## config.mk

```make
export PLATFORM = sky130hd
export DESIGN_NAME = ssp_rx_drain_ctrl
export DESIGN_NICKNAME = d
export VERILOG_FILES = /design/src/rtl/ssp_rx_drain_ctrl.sv
export SDC_FILE = /design/constraint.sdc
export NUM_CORES = 1
export LEC_CHECK = 0
export ABC_AREA = 0
export CAP_MARGIN = 20
export CORE_ASPECT_RATIO = 0.9
export CORE_MARGIN = 3
export CORE_UTILIZATION = 49
export CTS_CLUSTER_DIAMETER = 120
export CTS_CLUSTER_SIZE = 8
export DETAILED_ROUTE_END_ITERATION = 12
export PLACE_DENSITY = 0.95
export SETUP_SLACK_MARGIN = 0.1
export SYNTH_ARGS = -nofsm -noshare
export SYNTH_HDL_FRONTEND = slang
export SYNTH_SLANG_ARGS = --single-unit
```

## constraint.sdc

```tcl
create_clock -name PCLK -period 3.1 [get_ports PCLK]
set_input_delay 0.62 -clock PCLK [delete_from_list [all_inputs] [get_ports PCLK]]
set_output_delay 0.62 -clock PCLK [all_outputs]
set_load 0.01 [all_outputs]
```

## src/rtl/ssp_rx_drain_ctrl.sv

```systemverilog
// ssp_rx_drain_ctrl
// Receive-side drain controller for the 4-deep SSP receive FIFO. On a full
// indication it issues four read strobes, packs the returned bytes into a
// 32-bit word and offers it downstream on valid/ready. The FIFO read port is
// shared with a host requester, which is only granted while the controller
// is idle and not starting a burst.
module ssp_rx_drain_ctrl (
    input  logic        PCLK,
    input  logic        CLEAR,
    input  logic        auto_en,
    input  logic        SSPRXINTR,
    input  logic [7:0]  PRDATA,
    output logic        fifo_psel,
    output logic        fifo_pwrite,
    output logic        fifo_clear_b,
    input  logic        host_psel,
    input  logic        host_pwrite,
    output logic        host_pready,
    output logic [7:0]  host_prdata,
    output logic [31:0] word_data,
    output logic        word_valid,
    input  logic        word_ready,
    output logic [15:0] drained_words
);

    typedef enum logic [1:0] {
        IDLE = 2'd0,
        RD   = 2'd1,
        LAST = 2'd2,
        OUT  = 2'd3
    } state_t;

    state_t      state_reg;
    state_t      state_next;
    logic [1:0]  cnt_reg;
    logic [1:0]  cnt_next;
    logic [15:0] drained_reg;
    logic        start;
    logic        host_own;
    logic        accept;

    // A burst starts from IDLE on a full FIFO with auto drain enabled; the
    // host only owns the bus in IDLE cycles that are not starting a burst.
    assign start    = (state_reg == IDLE) && auto_en && SSPRXINTR;
    assign host_own = (state_reg == IDLE) && !start && !CLEAR;
    assign accept   = (state_reg == OUT) && word_ready;

    assign fifo_clear_b  = ~CLEAR;
    assign host_prdata   = PRDATA;
    assign word_valid    = (state_reg == OUT);
    assign drained_words = drained_reg;

    // State and strobe counter register
    always_ff @(posedge PCLK) begin
        if (CLEAR) begin
            state_reg <= IDLE;
            cnt_reg   <= 2'd0;
        end else begin
            state_reg <= state_next;
            cnt_reg   <= cnt_next;
        end
    end

    // Next-state logic: four strobes in RD, one capture cycle in LAST, then
    // hold the word in OUT until it is accepted
    always_comb begin
        state_next = state_reg;
        cnt_next   = cnt_reg;
        case (state_reg)
            IDLE: begin
                cnt_next = 2'd0;
                if (start) begin
                    state_next = RD;
                end
            end
            RD: begin
                cnt_next = cnt_reg + 2'd1;
                if (cnt_reg == 2'd3) begin
                    state_next = LAST;
                end
            end
            LAST: begin
                cnt_next   = 2'd0;
                state_next = OUT;
            end
            OUT: begin
                cnt_next = 2'd0;
                if (word_ready) begin
                    state_next = IDLE;
                end
            end
            default: begin
                state_next = IDLE;
                cnt_next   = 2'd0;
            end
        endcase
    end

    // FIFO port mux: controller strobes during RD, host passthrough while it
    // owns the bus, otherwise quiet; everything is blocked while CLEAR is high
    always_comb begin
        fifo_psel   = 1'b0;
        fifo_pwrite = 1'b0;
        host_pready = 1'b0;
        if (!CLEAR) begin
            if (state_reg == RD) begin
                fifo_psel = 1'b1;
            end else if (host_own) begin
                fifo_psel   = host_psel;
                fifo_pwrite = host_pwrite;
                host_pready = 1'b1;
            end
        end
    end

    // Byte lanes: PRDATA lags its strobe by one cycle, so lane k is loaded
    // in RD with cnt = k+1, and the last lane in LAST
    generate
        for (genvar gi = 0; gi < 4; gi++) begin : lane_g
            logic [7:0] lane_reg;
            logic       cap;

            if (gi == 3) begin : last_lane_g
                assign cap = (state_reg == LAST);
            end else begin : rd_lane_g
                assign cap = (state_reg == RD) && (cnt_reg == 2'(gi + 1));
            end

            // Capture this lane's byte from the FIFO read data
            always_ff @(posedge PCLK) begin
                if (CLEAR) begin
                    lane_reg <= 8'd0;
                end else if (cap) begin
                    lane_reg <= PRDATA;
                end
            end

            assign word_data[gi*8 +: 8] = lane_reg;
        end
    endgenerate

    // Count words accepted downstream; wraps at 16 bits
    always_ff @(posedge PCLK) begin
        if (CLEAR) begin
            drained_reg <= 16'd0;
        end else if (accept) begin
            drained_reg <= drained_reg + 16'd1;
        end
    end

endmodule
```

==> summary.md, run 1 <==
| Metric | Value |
|---|---|
| PortBufs | `75` |
| CP endpoint kind | `output pin` |
| Worst Path Required | `2480 ps` |
| Worst setup SP type | `input pin` |
| Clock buffer depth | `2` |
| Cell depth of the worst hold path | `2` |
| # hold bufs at CTS | `0` |
| Sequential area share after synthesis | `46.2%` |
| First-pass iteration count of the detailed router | `5` |
| Seq cells post-synth | `52` |
| Worst-Skew Late Latency | `300 ps` |
| Number of synthesized flops with an enable pin | `0` |
| Rows | `22` |
| CP Max Fanout | `3` |
| HPWL after DPL | `4070 um` |
| Cell area power density | `518 nW/um2` |
| Comb power frac | `27.6%` |
| Final Non-Filler Cells | `384` |
| Diode count | `0` |
| Vias/cell | `5.17` |
| Clock power share | `25.4%` |
| Nets@finish | `347` |
| Most frequent cell after synthesis | `dfxtp_1` |
| Cell mode on critical path | `clkdlybuf4s50_1` |
| Area Overhead vs Synth | `36.5%` |
| Antenna-violating nets left | `0` |
| Main synth FF type | `dfxtp_1` |
| RSZ-0062 raised after global routing | `false` |
| Post-synthesis cell count | `260` |
| Initial antenna violation count | `0` |
| Hold_ws | `455 ps` |
| Final Critical Period | `2860 ps` |
| Share of the synthesized area in the top cell type | `46.2%` |
| Clock skew | `2.40 ps` |
| Final setup fails | `0` |
| Arrival @ worst endpoint | `2240 ps` |
| Net switching share of the total power | `30.3%` |
| Kind of critical path | `in -> out` |
| Cell taking the most area after synthesis | `dfxtp_1` |
| Setup tns final | `0 ps` |
| YS warnings | `0` |
| Critical path's top delay family | `buffers and inverters` |
| Hold Vio Cnt, Final | `0` |
| Vias in the first global route | `1845` |
| Yosys cell types | `36` |
| Critical path's largest stage delay | `530 ps` |
| CTS root buf | `clkbuf_8` |
| DRC Markers | `0` |
| Via count | `1984` |
| Clock transition at the registers of the reported paths | `90 ps` |
| LEAKAGE | `0.00108 uW` |
| Sw power | `483 uW` |
| WL/cell | `14.3 um` |
| Max-cap violations | `0` |
| Placed Cells | `377` |
| Post-CTS Setup Bufs | `0` |
| TritonCTS clock tree | `yes` |
| Starting Density | `53.2%` |
| WP depth | `5` |
| Detailed-route wire length | `5500 um` |
| First-pass GRT wire length | `8910 um` |
| Seq pwr share | `47.1%` |
| Final GP Congestion | `0.792` |
| Max-slew violation count | `0` |
| Highest Clock Rate | `349 MHz` |
| Mapped Area | `2250 um2` |
| Synth area leaders | `dfxtp_1 (46%), a21oi_1 (6.2%), nand3_1 (6.2%)` |
| Cell Chain, Critical Path | `clkdlybuf4s50_1 > a21boi_2 > nor3b_1 > and2_1 > clkdlybuf4s50_1` |
| H-Tree Depth | `2` |
| Slew HR | `65.2%` |
| Internal power | `1110 uW` |
| Reg-to-Reg Start | `state_reg[0]` |
| Critical hold path startpoint | `lane_g[0].lane_reg[2]` |
| Worst Reg-to-Reg Cells | `5` |
| Peak supply drop | `0.387 mV` |
| Tot GR Track Use | `20.7%` |
| Synth cell count leaders | `dfxtp_1 (52), nand2_1 (32), nor2_1 (32), a21oi_1 (28), nand3_1 (28)` |
| Critical path's slowest cell | `clkdlybuf4s50_1` |
| WP buf/inv | `2` |
| Num Clock Sinks | `52` |
| Core area | `4240 um2` |
| Layout cell share with drive strength beyond 1 | `7.41%` |
| Fin crit share | `92.4%` |
| Pin count of the biggest net entering global routing | `41` |
| Max FFs per register | `32` |
| Die X | `77.5 um` |
| IO Count | `76` |
| Worst Tran Pin Value | `523 ps` |
| Drt initial violations | `101` |
| Syn Nets | `283` |
| Total gr overflow | `0` |
| Die height | `70.4 um` |
| Synth Area per Inst | `8.67 um2` |
| Fillers | `344` |
| Ys async rst share | `0%` |
| CTS buffer count | `5` |
| Hold WC Path Type | `reg -> reg` |
| Worst Setup SP | `SSPRXINTR` |
| Status | `complete, no violations` |
| Die area | `5450 um2` |
-- through the flow --
stage	worst slack [ps]	utilization (%)	power, uW	area (um2)
after global routing	151	72.6	1670	3080
after detailed placement	37.5	70.2	1200	2980
after global placement	79.4	70.2	1180	2980
after floorplan	950	-	1030	2250
final	235	72.6	1600	3080
after CTS	145	72.5	1600	3070
-- area by class of cell --
class                   instances  area, um2  share of cell area, %
multi-input cells             176       1060                   34.3
flip-flops and latches         52       1040                   33.8
repair buffers                 78        768                   25.0
clock buffers                   7       96.3                   3.13
well taps                      60       75.1                   2.44
inverters                      11       41.3                   1.34
-- logic make-up (layout without fill, tap and decap cells) --
group,after synthesis,in the layout,synth area share (%)
xor gates and xnor gates,11,11,4.27
muxes,11,11,5.16
AOI/OAI and AO/OA,33,33,8.32
and+or+nand+nor,113,113,24.5
adders and majority gates,8,8,4.44
buffers and inverters,32,96,7.16
DFF,52,52,46.2
-- layer usage --
layer / GRT usage (%) / up-vias / part of all wire (%)
li1: - / 987 / -
met1: 25.1 / 929 / 43
met2: 34.4 / 51 / 50
met3: 4.51 / 17 / 3.3
met4: 10.3 / 0 / 3.5
met5: 0 / - / 0
-- worst min-delay path, cell delays in order, from the launching register on --
cell and delay [ps]:
dfxtp_1 320, nand2_1 50, a21oi_1 50
-- power by group through the flow --
| stage | registers (uW) | clock network [uW] | logic (uW) |
|---|---|---|---|
| floorplan | 772 | 0 | 255 |
| global placement | 761 | 0 | 418 |
| detailed placement | 765 | 0 | 431 |
| CTS | 751 | 414 | 438 |
| global route | 756 | 438 | 481 |
| finish | 751 | 405 | 440 |
-- cell usage in the layout (no fill, tap or decap), types with 2 or more instances in the layout --
| cell | instances |
|---|---|
| nand4_2 | 2 |
| clkbuf_8 | 7 |
| ha_1 | 8 |
| buf_4 | 3 |
| nor2_1 | 32 |
| inv_1 | 11 |
| nor3_1 | 4 |
| mux2i_1 | 9 |
| xnor2_1 | 9 |
| xor2_1 | 2 |
| a21oi_1 | 28 |
| clkdlybuf4s50_1 | 74 |
| nand3_2 | 2 |
| nand3_1 | 28 |
| dfxtp_1 | 52 |
| nand2_1 | 32 |
| nor4_1 | 3 |
-- worst paths after layout --
| kind | endpoint | slack, ps |
|---|---|---|
| min reg2reg | lane_g[0].lane_reg[2] | 450 |
| max | fifo_pwrite | 240 |
| max reg2reg | drained_words[11] | 1350 |
| min | lane_g[0].lane_reg[2] | 450 |
-- repair_timing --
action,4_1_cts,5_1_grt
resized for setup,1,1
endpoints found under the setup margin,1,1
cloned,0,0
Note: power is estimated with default switching activity, not from simulation.
==> inputs of run 2 (changes only) <==
CORE_UTILIZATION = 65   (was 49)
DONT_BUFFER_PORTS = 1   (was not set)
GPL_ROUTABILITY_DRIVEN = 0   (was not set)
PLACE_DENSITY = 0.91   (was 0.95)
==> run 2 against run 1 <==
Worst hold slack got worse by 86 ps. Clock power rose by 14%. Non-clock buffer count fell by 77. Combinational power fell by 35%. Maximum frequency rose by 7.5%. Power fell by 5.0%. Clock skew rose by 7.2 ps. Final cell count fell by 24%. Worst setup slack improved by 200 ps. Global-route usage rose by 3.7 points. First-iteration DRC count rose by 85%. Register-to-register slack got worse by 110 ps. Largest cell class unchanged.
==> summary.md, run 2 (synthesis gave the netlist of run 1 again) <==
| Metric | Value |
|---|---|
| Die X | `68.1 um` |
| Pin count of the biggest net entering global routing | `57` |
| Tot Pwr | `1520 uW` |
| Worst Tran Pin Value | `524 ps` |
| Max FFs per register | `32` |
| Max-slew violation count | `0` |
| Post-placement worst setup slack | `781 ps` |
| Setup WS post-layout | `435 ps` |
| CP Max Fanout | `4` |
| Worst setup SP type | `flip-flop` |
| HPWL after DPL | `3340 um` |
| Clock buffer depth | `2` |
| LEAKAGE | `0.000804 uW` |
| Hold Vio Cnt, Final | `0` |
| Commonest cells after routing, fill and taps aside | `dfxtp_1 (52), nor2_1 (32), nand2_1 (32), a21oi_1 (28), nand3_1 (28)` |
| Critical path's largest stage delay | `480 ps` |
| Critical path's top delay family | `simple AND/OR/NAND/NOR gates` |
| Slack of the worst reg-to-reg path | `1240 ps` |
| Cell depth of the worst hold path | `1` |
| Layout cell share with drive strength beyond 1 | `8.47%` |
| Hold WC Path Type | `in -> reg` |
| Cell Chain, Critical Path | `inv_1 > ha_1 > a21boi_0 > nor3b_1 > and2_1` |
| Arrival @ worst endpoint | `2050 ps` |
| DRC Markers | `0` |
| CTS root buf | `clkbuf_8` |
| Clock transition at the registers of the reported paths | `100 ps` |
| Peak supply drop | `0.487 mV` |
| Endpoint, Worst Hold | `drained_words[12]` |
| First-pass GRT wire length | `7560 um` |
| Highest Clock Rate | `375 MHz` |
| Via count | `1710` |
| Tot GR Track Use | `24.4%` |
| Starting Density | `70.8%` |
| Diode count | `0` |
| H-Tree Depth | `2` |
| Initial antenna violation count | `0` |
| Rows | `19` |
| Die height | `61.9 um` |
| Final Critical Period | `2670 ps` |
| Kind of critical path | `reg -> out` |
| Status | `complete, no violations` |
| Core area | `3190 um2` |
| Num Clock Sinks | `52` |
| Worst-Skew Late Latency | `310 ps` |
| Post-CTS Setup Bufs | `0` |
| Nets@finish | `270` |
| CTS buffer count | `5` |
| Post-cts resize count | `0` |
| Final setup fails | `0` |
| RSZ-0062 raised after global routing | `false` |
| Drt initial violations | `187` |
| TritonCTS clock tree | `yes` |
| CP endpoint kind | `output pin` |
| Hold_ws | `368 ps` |
| Total gr overflow | `0` |
| # hold bufs at CTS | `0` |
| Max-cap violations | `0` |
| WP buf/inv | `1` |
| First-pass iteration count of the detailed router | `4` |
| Worst Reg-to-Reg Cells | `5` |
| Most common library cell in the layout ignoring fill and taps | `dfxtp_1` |
| Antenna-violating nets left | `0` |
| Slew HR | `65.0%` |
| Die area | `4210 um2` |
| Reg-to-Reg Start | `state_reg[0]` |
| Critical path's slowest cell | `nor3b_1` |
| RR Endpoint | `drained_words[11]` |
| Vias in the first global route | `1567` |
| Detailed-route wire length | `4960 um` |
| Setup tns final | `0 ps` |
| IO Count | `76` |
| Critical hold path startpoint | `CLEAR` |
| Area Overhead vs Synth | `2.28%` |
| Fin crit share | `86.0%` |
| Vias/cell | `5.90` |
| Clock skew | `9.63 ps` |
| WL/cell | `17.1 um` |
| Cell area power density | `657 nW/um2` |
| Worst Path Required | `2480 ps` |
| PortBufs | `0` |
==> run 2: report_power, final <==
part	total [uW]	switching [uW]	internal, uW
logic	286	182	104
registers	768	53.5	715
clock network	462	223	239
==> run 2: through the flow <==
stage          instance area, um2  utilization, %  instances
2_1_floorplan                2250               -        260
3_3_place_gp                 2190            68.9        282
3_5_place_dp                 2190            68.9        282
4_1_cts                      2310            72.4        290
5_1_grt                      2310            72.4        290
6_report                     2310            72.4        290
==> run 2: worst reg2reg max path, stage by stage, from the launching register on <==
cell and delay, ps:
dfxtp_1 410, ha_1 470, nand4_4 210, nor4_1 360, a21oi_1 130, a31o_1 190
==> run 2: how the worst max path moves through the flow <==
| stage | to | startpoint | cells after the start |
|---|---|---|---|
| 6_report | fifo_pwrite | state_reg[0] | 5 |
| 5_1_grt | fifo_pwrite | state_reg[0] | 5 |
| 4_1_cts | fifo_pwrite | state_reg[0] | 5 |
| 3_5_place_dp | fifo_pwrite | SSPRXINTR | 3 |
| 3_3_place_gp | fifo_pwrite | SSPRXINTR | 3 |
| 2_1_floorplan | fifo_pwrite | SSPRXINTR | 3 |
==> run 2: area by class of cell <==
cell class                      count  area [um2]
Multi-Input combinational cell    176        1050
Sequential cell                    52        1040
Fill cell                         266         880
Clock buffer                        5        68.8
Tap cell                           42        52.6
Clock inverter                      3        42.5
Inverter                           11        41.3
Timing Repair Buffer                1        7.51
==> run 2: metal layers <==
layer | share of wire (%) | vias up | global-route usage (%)
li1 | - | 832 | -
met1 | 41 | 795 | 30.8
met2 | 47 | 72 | 38.5
met3 | 9.8 | 11 | 7.55
met4 | 2.2 | 0 | 11.0
met5 | 0 | - | 0
==> inputs of run 3 (changes only) <==
CORE_UTILIZATION = 50   (was 65)
PLACE_DENSITY = 0.75   (was 0.91)
==> run 3 against run 2 <==
Sequential cell count unchanged. Sequential share of layout area fell by 0.073 points. Global-route usage is 6.5 points lower. Register-to-register slack better by 50 ps. Worst setup slack improved by 93 ps. Final cell count increased by 6.2%. Critical endpoint unchanged.
==> summary.md, run 3 (synthesis gave the netlist of run 1 again) <==
| Metric | Value |
|---|---|
| Placed Cells | `300` |
| Setup tns final | `0 ps` |
| Worst Path Required | `2480 ps` |
| CTS buffer count | `5` |
| Vias in the first global route | `1537` |
| Multi-input logic area | `1050 um2` |
| Pin count of the biggest net entering global routing | `57` |
| Hold_ws | `377 ps` |
| Cell area power density | `622 nW/um2` |
| First-pass iteration count of the detailed router | `4` |
| Tot Pwr | `1440 uW` |
| Post-cts resize count | `0` |
| Status | `complete, no violations` |
| DRC Markers | `0` |
| Diode count | `0` |
| Register area | `1040 um2` |
| Layout cell share with drive strength beyond 1 | `8.47%` |
| Detailed-route wire length | `4910 um` |
| Worst-Skew Late Latency | `310 ps` |
| H-Tree Depth | `2` |
| CTS root buf | `clkbuf_8` |
| Fillers | `405` |
| Total gr overflow | `0` |
| WL/cell | `15.9 um` |
| Drt initial violations | `134` |
| HPWL after DPL | `3430 um` |
| Die height | `69.7 um` |
| Peak supply drop | `0.391 mV` |
| Arrival @ worst endpoint | `1950 ps` |
| Core area | `4210 um2` |
| Worst setup SP type | `flip-flop` |
| Initial antenna violation count | `0` |
| Die area | `5350 um2` |
| Fin crit share | `83.0%` |
| Clock skew | `9.47 ps` |
| TritonCTS clock tree | `yes` |
| Clock buffer depth | `2` |
| Highest Clock Rate | `389 MHz` |
| Worst Tran Pin Value | `508 ps` |
| Num Clock Sinks | `52` |
| Commonest cells after routing, fill and taps aside | `dfxtp_1 (52), nor2_1 (32), nand2_1 (32), a21oi_1 (28), nand3_1 (28)` |
| Clock transition at the registers of the reported paths | `90 ps` |
| Slew HR | `66.2%` |
| Final setup fails | `0` |
| Starting Density | `53.5%` |
| PortBufs | `0` |
| Nets@finish | `270` |
| Die X | `76.8 um` |
| RSZ-0062 raised after global routing | `false` |
| First-pass GRT wire length | `7650 um` |
| CP Max Fanout | `4` |
| Final Non-Filler Cells | `308` |
| Most common library cell in the layout ignoring fill and taps | `dfxtp_1` |
| Hold WC Path Type | `in -> reg` |
| Area Overhead vs Synth | `2.44%` |
| Post-CTS Setup Bufs | `0` |
| Kind of critical path | `reg -> out` |
| IO Count | `76` |
| Tot GR Track Use | `17.9%` |
| Max-slew violation count | `0` |
| Max-cap violations | `0` |
| Final Critical Period | `2570 ps` |
| Max FFs per register | `32` |
| LEAKAGE | `0.000790 uW` |
| Vias/cell | `5.44` |
| Hold Vio Cnt, Final | `0` |
| Via count | `1674` |
| # hold bufs at CTS | `0` |
| Antenna-violating nets left | `0` |
| CP endpoint kind | `output pin` |
| Rows | `22` |
## run 3: cell count changes in the layout (fill, tap and decap cells not counted)
| cell | delta |
|---|---|
| clkinv_4 | +1 |
| clkinvlp_4 | +1 |
| clkinv_2 | -1 |
| bufinv_16 | -1 |
## run 3: worst paths after layout
| kind | startpoint | end | slack, ps | cells past startpoint |
|---|---|---|---|---|
| worst max-delay path | state_reg[0] | fifo_pwrite | 530 | 5 |
| worst min-delay path | CLEAR | drained_words[7] | 380 | 1 |
| worst max register to register | state_reg[0] | drained_words[11] | 1290 | 5 |
| worst min register to register | cnt_reg[0] | cnt_reg[0] | 480 | 1 |
## run 3: report_power, final
part / internal (uW) / leakage [uW] / switching, uW / total [uW]
sequential: 715 / 0.000420 / 53.6 / 768
combinational: 103 / 0.000330 / 177 / 280
clock: 160 / 0.0000404 / 228 / 388
## run 3: stage by stage
| stage | util [%] | instance area, um2 | setup slack (ps) |
|---|---|---|---|
| floorplan | - | 2250 | 950 |
| global placement | 52.6 | 2220 | 857 |
| detailed placement | 52.6 | 2220 | 830 |
| CTS | 54.8 | 2310 | 477 |
| global route | 54.8 | 2310 | 327 |
| finish | 54.8 | 2310 | 527 |
## run 3: layer usage
metal	vias up	global-route usage [%]	share of wire, %
met4	0	6.64	0.92
met2	56	28.5	49
met5	-	0	0
met3	4	7.92	10
met1	784	21.2	40
li1	830	-	-
## run 3: worst max-delay path, stage by stage, from the launching register on
cell      delay (ps)
dfxtp_1          350
inv_1             90
ha_1             170
a21boi_0         340
nor3b_1          460
and2_1           250
## run 3: final cells by class
| cell class | instances | area share, % |
|---|---|---|
| clock inverter | 3 | 1.03 |
| multi-input combinational | 176 | 45.6 |
| clock buffer | 5 | 2.98 |
| tap | 60 | 3.25 |
| sequential | 52 | 45.1 |
| inverter | 11 | 1.79 |
| timing repair buffer | 1 | 0.325 |
==> patch, RTL diff (flow settings as in run 1) <==
The 4 states of `state_t` get a Gray code encoding in 2 bits.
--- a/src/rtl/ssp_rx_drain_ctrl.sv
+++ b/src/rtl/ssp_rx_drain_ctrl.sv
@@ -24,10 +24,10 @@
 );
 
     typedef enum logic [1:0] {
-        IDLE = 2'd0,
-        RD   = 2'd1,
-        LAST = 2'd2,
-        OUT  = 2'd3
+        IDLE = 2'b00,
+        RD   = 2'b01,
+        LAST = 2'b11,
+        OUT  = 2'b10
     } state_t;
 
     state_t      state_reg;
Formal check against the unedited RTL: no difference found for any inputs over 10 cycles, from zero or initial values; not proved beyond that.
==> patch against run 1 <==
Sequential share of layout area increased by 0.21 points. Final area fell by 0.61%. Die area down 0.60%. Largest cell class is now registers. Sequential cell count unchanged. Wire length is 0.20% higher. Setup slack gained 0.037 ns. Final cell count increased by 1.6%. First-iteration DRC count is 66% higher. Global-route usage is 0.65 points higher. Synthesized area is 0.67% lower.
Power is not compared: it rests on default switching activity, and its combinational part moved more than twofold at a synthesized area within 25%.
==> patch: results (changes against run 1) <==
logic_synthesis:
  ys_top_cells_by_area: "dfxtp_1 (46%), a21oi_1 (6.9%), nand3_1 (6.7%)"
  synthArstFlopShare_pct: 0  # unchanged
  synth_fa_ha_area_share_pct: 5.03  # +0.59 points
  synthMuxAreaShare_pct: 5.03  # -0.13 points
  ys_seq_area_share_pct: 46.5  # +0.31 points
  synth_common_cells: "dfxtp_1 (52), nand2_1 (36), a21oi_1 (31)"
  ys.flop_type: "dfxtp_1"
  synth-compound-area-share_pct: 8.83  # +0.50 points
  synth_cell_types: 31  # -14%
  synth-xor-area-share_pct: 3.52  # -0.75 points
  mappedNetlistNets: 288  # +1.8%
  synth_top_family_by_area: "simple AND/OR/NAND/NOR gates"
worst_hold_path:
  hold_start: "lane_g[1].lane_reg[2]"
  min_to: "lane_g[1].lane_reg[2]"
global_routing:
  grt_pass1_wl_mm: 9.42  # +5.7%
  grt_pass1_vias: 1982  # +7.4%
  antenna_found_initial: 0  # unchanged
  grt_max_degree: 32  # -22%
  groute.usage.overall_pct: 21.3  # +0.65 points
cells_and_area:
  nNetsFinal: 354  # +2.0%
  fillers: 329  # -4.4%
  drive_above_1_share_pct: 6.06  # -1.3 points
setup_path:
  slowest_stage: "clkdlybuf4s50_1"
  rr_endpoint: "drained_words[15]"
  crit_arrival_ns: 2.21  # -0.03 ns
  critical_path.reg2reg.startpoint: "state_reg[0]"
  r2r_slack_ns: 1.02  # -0.33 ns
  path_delay_family: "buffers and inverters"
  slowest_delay_ns: 0.57  # +0.04 ns
  reg2reg_depth: 6  # +1
  worstPathMaxFanout: 2  # -1
detailed_routing:
  totalWireLength_mm: 5.51  # +0.20%
  drtIter0Drc: 168  # +66%
  drt-pass1-iter-count: 4  # -1
  viasPerCell: 5.24  # +1.4%
run_status:
  outcome: "completed"
sta:
  hold_viol_final: 0  # unchanged
  tightestPinTransition_ns: 0.536  # +0.0137 ns
  skew_ns: 0.00385  # +0.00145 ns
  holdWs_ns: 0.456  # +0.00115 ns
clocking:
  cts_buffers: 5  # unchanged
placed_design:
  place_congestion: 0.786  # -0.78%
  hpwl_mm: 4.07  # +0.17%
pwr:
  p_leak_nw: 1.05
-- patch: cell types whose count changed after synthesis, moves of 2 or more --
cell / change
a21oi_1: +3
buf_1: -3
buf_2: -3
clkbuf_1: +5
nand2_1: +4
nand3_1: +2
nand3_2: -2
nor2_1: -2
o21ai_0: +2
or3_1: +3
xnor2_1: -4
xor2_1: +2
-- patch: what timing repair did --
action / CTS / global route
resized for setup: 1 / 1
cloned: 0 / 0
setup buffers: 0 / 0
endpoints found under the setup margin: 1 / 1
-- patch: power breakdown --
part	switching (mW)	internal, mW
Combinational	0.114	0.0871
Clock	0.204	0.154
Sequential	0.00998	0.679
Total	0.327	0.920
-- patch: area by class of cell --
cell class | count | area (um2) | share of cell area [%]
clock buffers | 6 | 72.6 | 2.37
multi-input cells | 180 | 1040 | 33.9
flip-flops and latches | 52 | 1040 | 34.0
well taps | 60 | 75.1 | 2.45
clock inverters | 1 | 5.00 | 0.164
repair buffers | 81 | 791 | 25.8
inverters | 10 | 37.5 | 1.23
-- patch: per-stage QoR --
| step | std cells | instance area, um2 | setup slack [ns] | power [mW] |
|---|---|---|---|---|
| 2_1_floorplan | 264 | 2240 | 0.944 | 0.818 |
| 3_3_place_gp | 383 | 2980 | 0.219 | 0.897 |
| 3_5_place_dp | 383 | 2980 | 0.118 | 0.903 |
| 4_1_cts | 390 | 3060 | 0.179 | 1.26 |
| 5_1_grt | 390 | 3060 | 0.159 | 1.31 |
| 6_report | 390 | 3060 | 0.272 | 1.25 |
-- patch: layer usage --
| metal | vias to the layer above | part of all wire (%) | global-route usage (%) |
|---|---|---|---|
| met5 | - | 0 | 0 |
| met4 | 0 | 2.0 | 6.72 |
| met3 | 11 | 9.6 | 8.38 |
| met2 | 73 | 46 | 34.3 |
| met1 | 952 | 42 | 26.1 |
| li1 | 1007 | - | - |
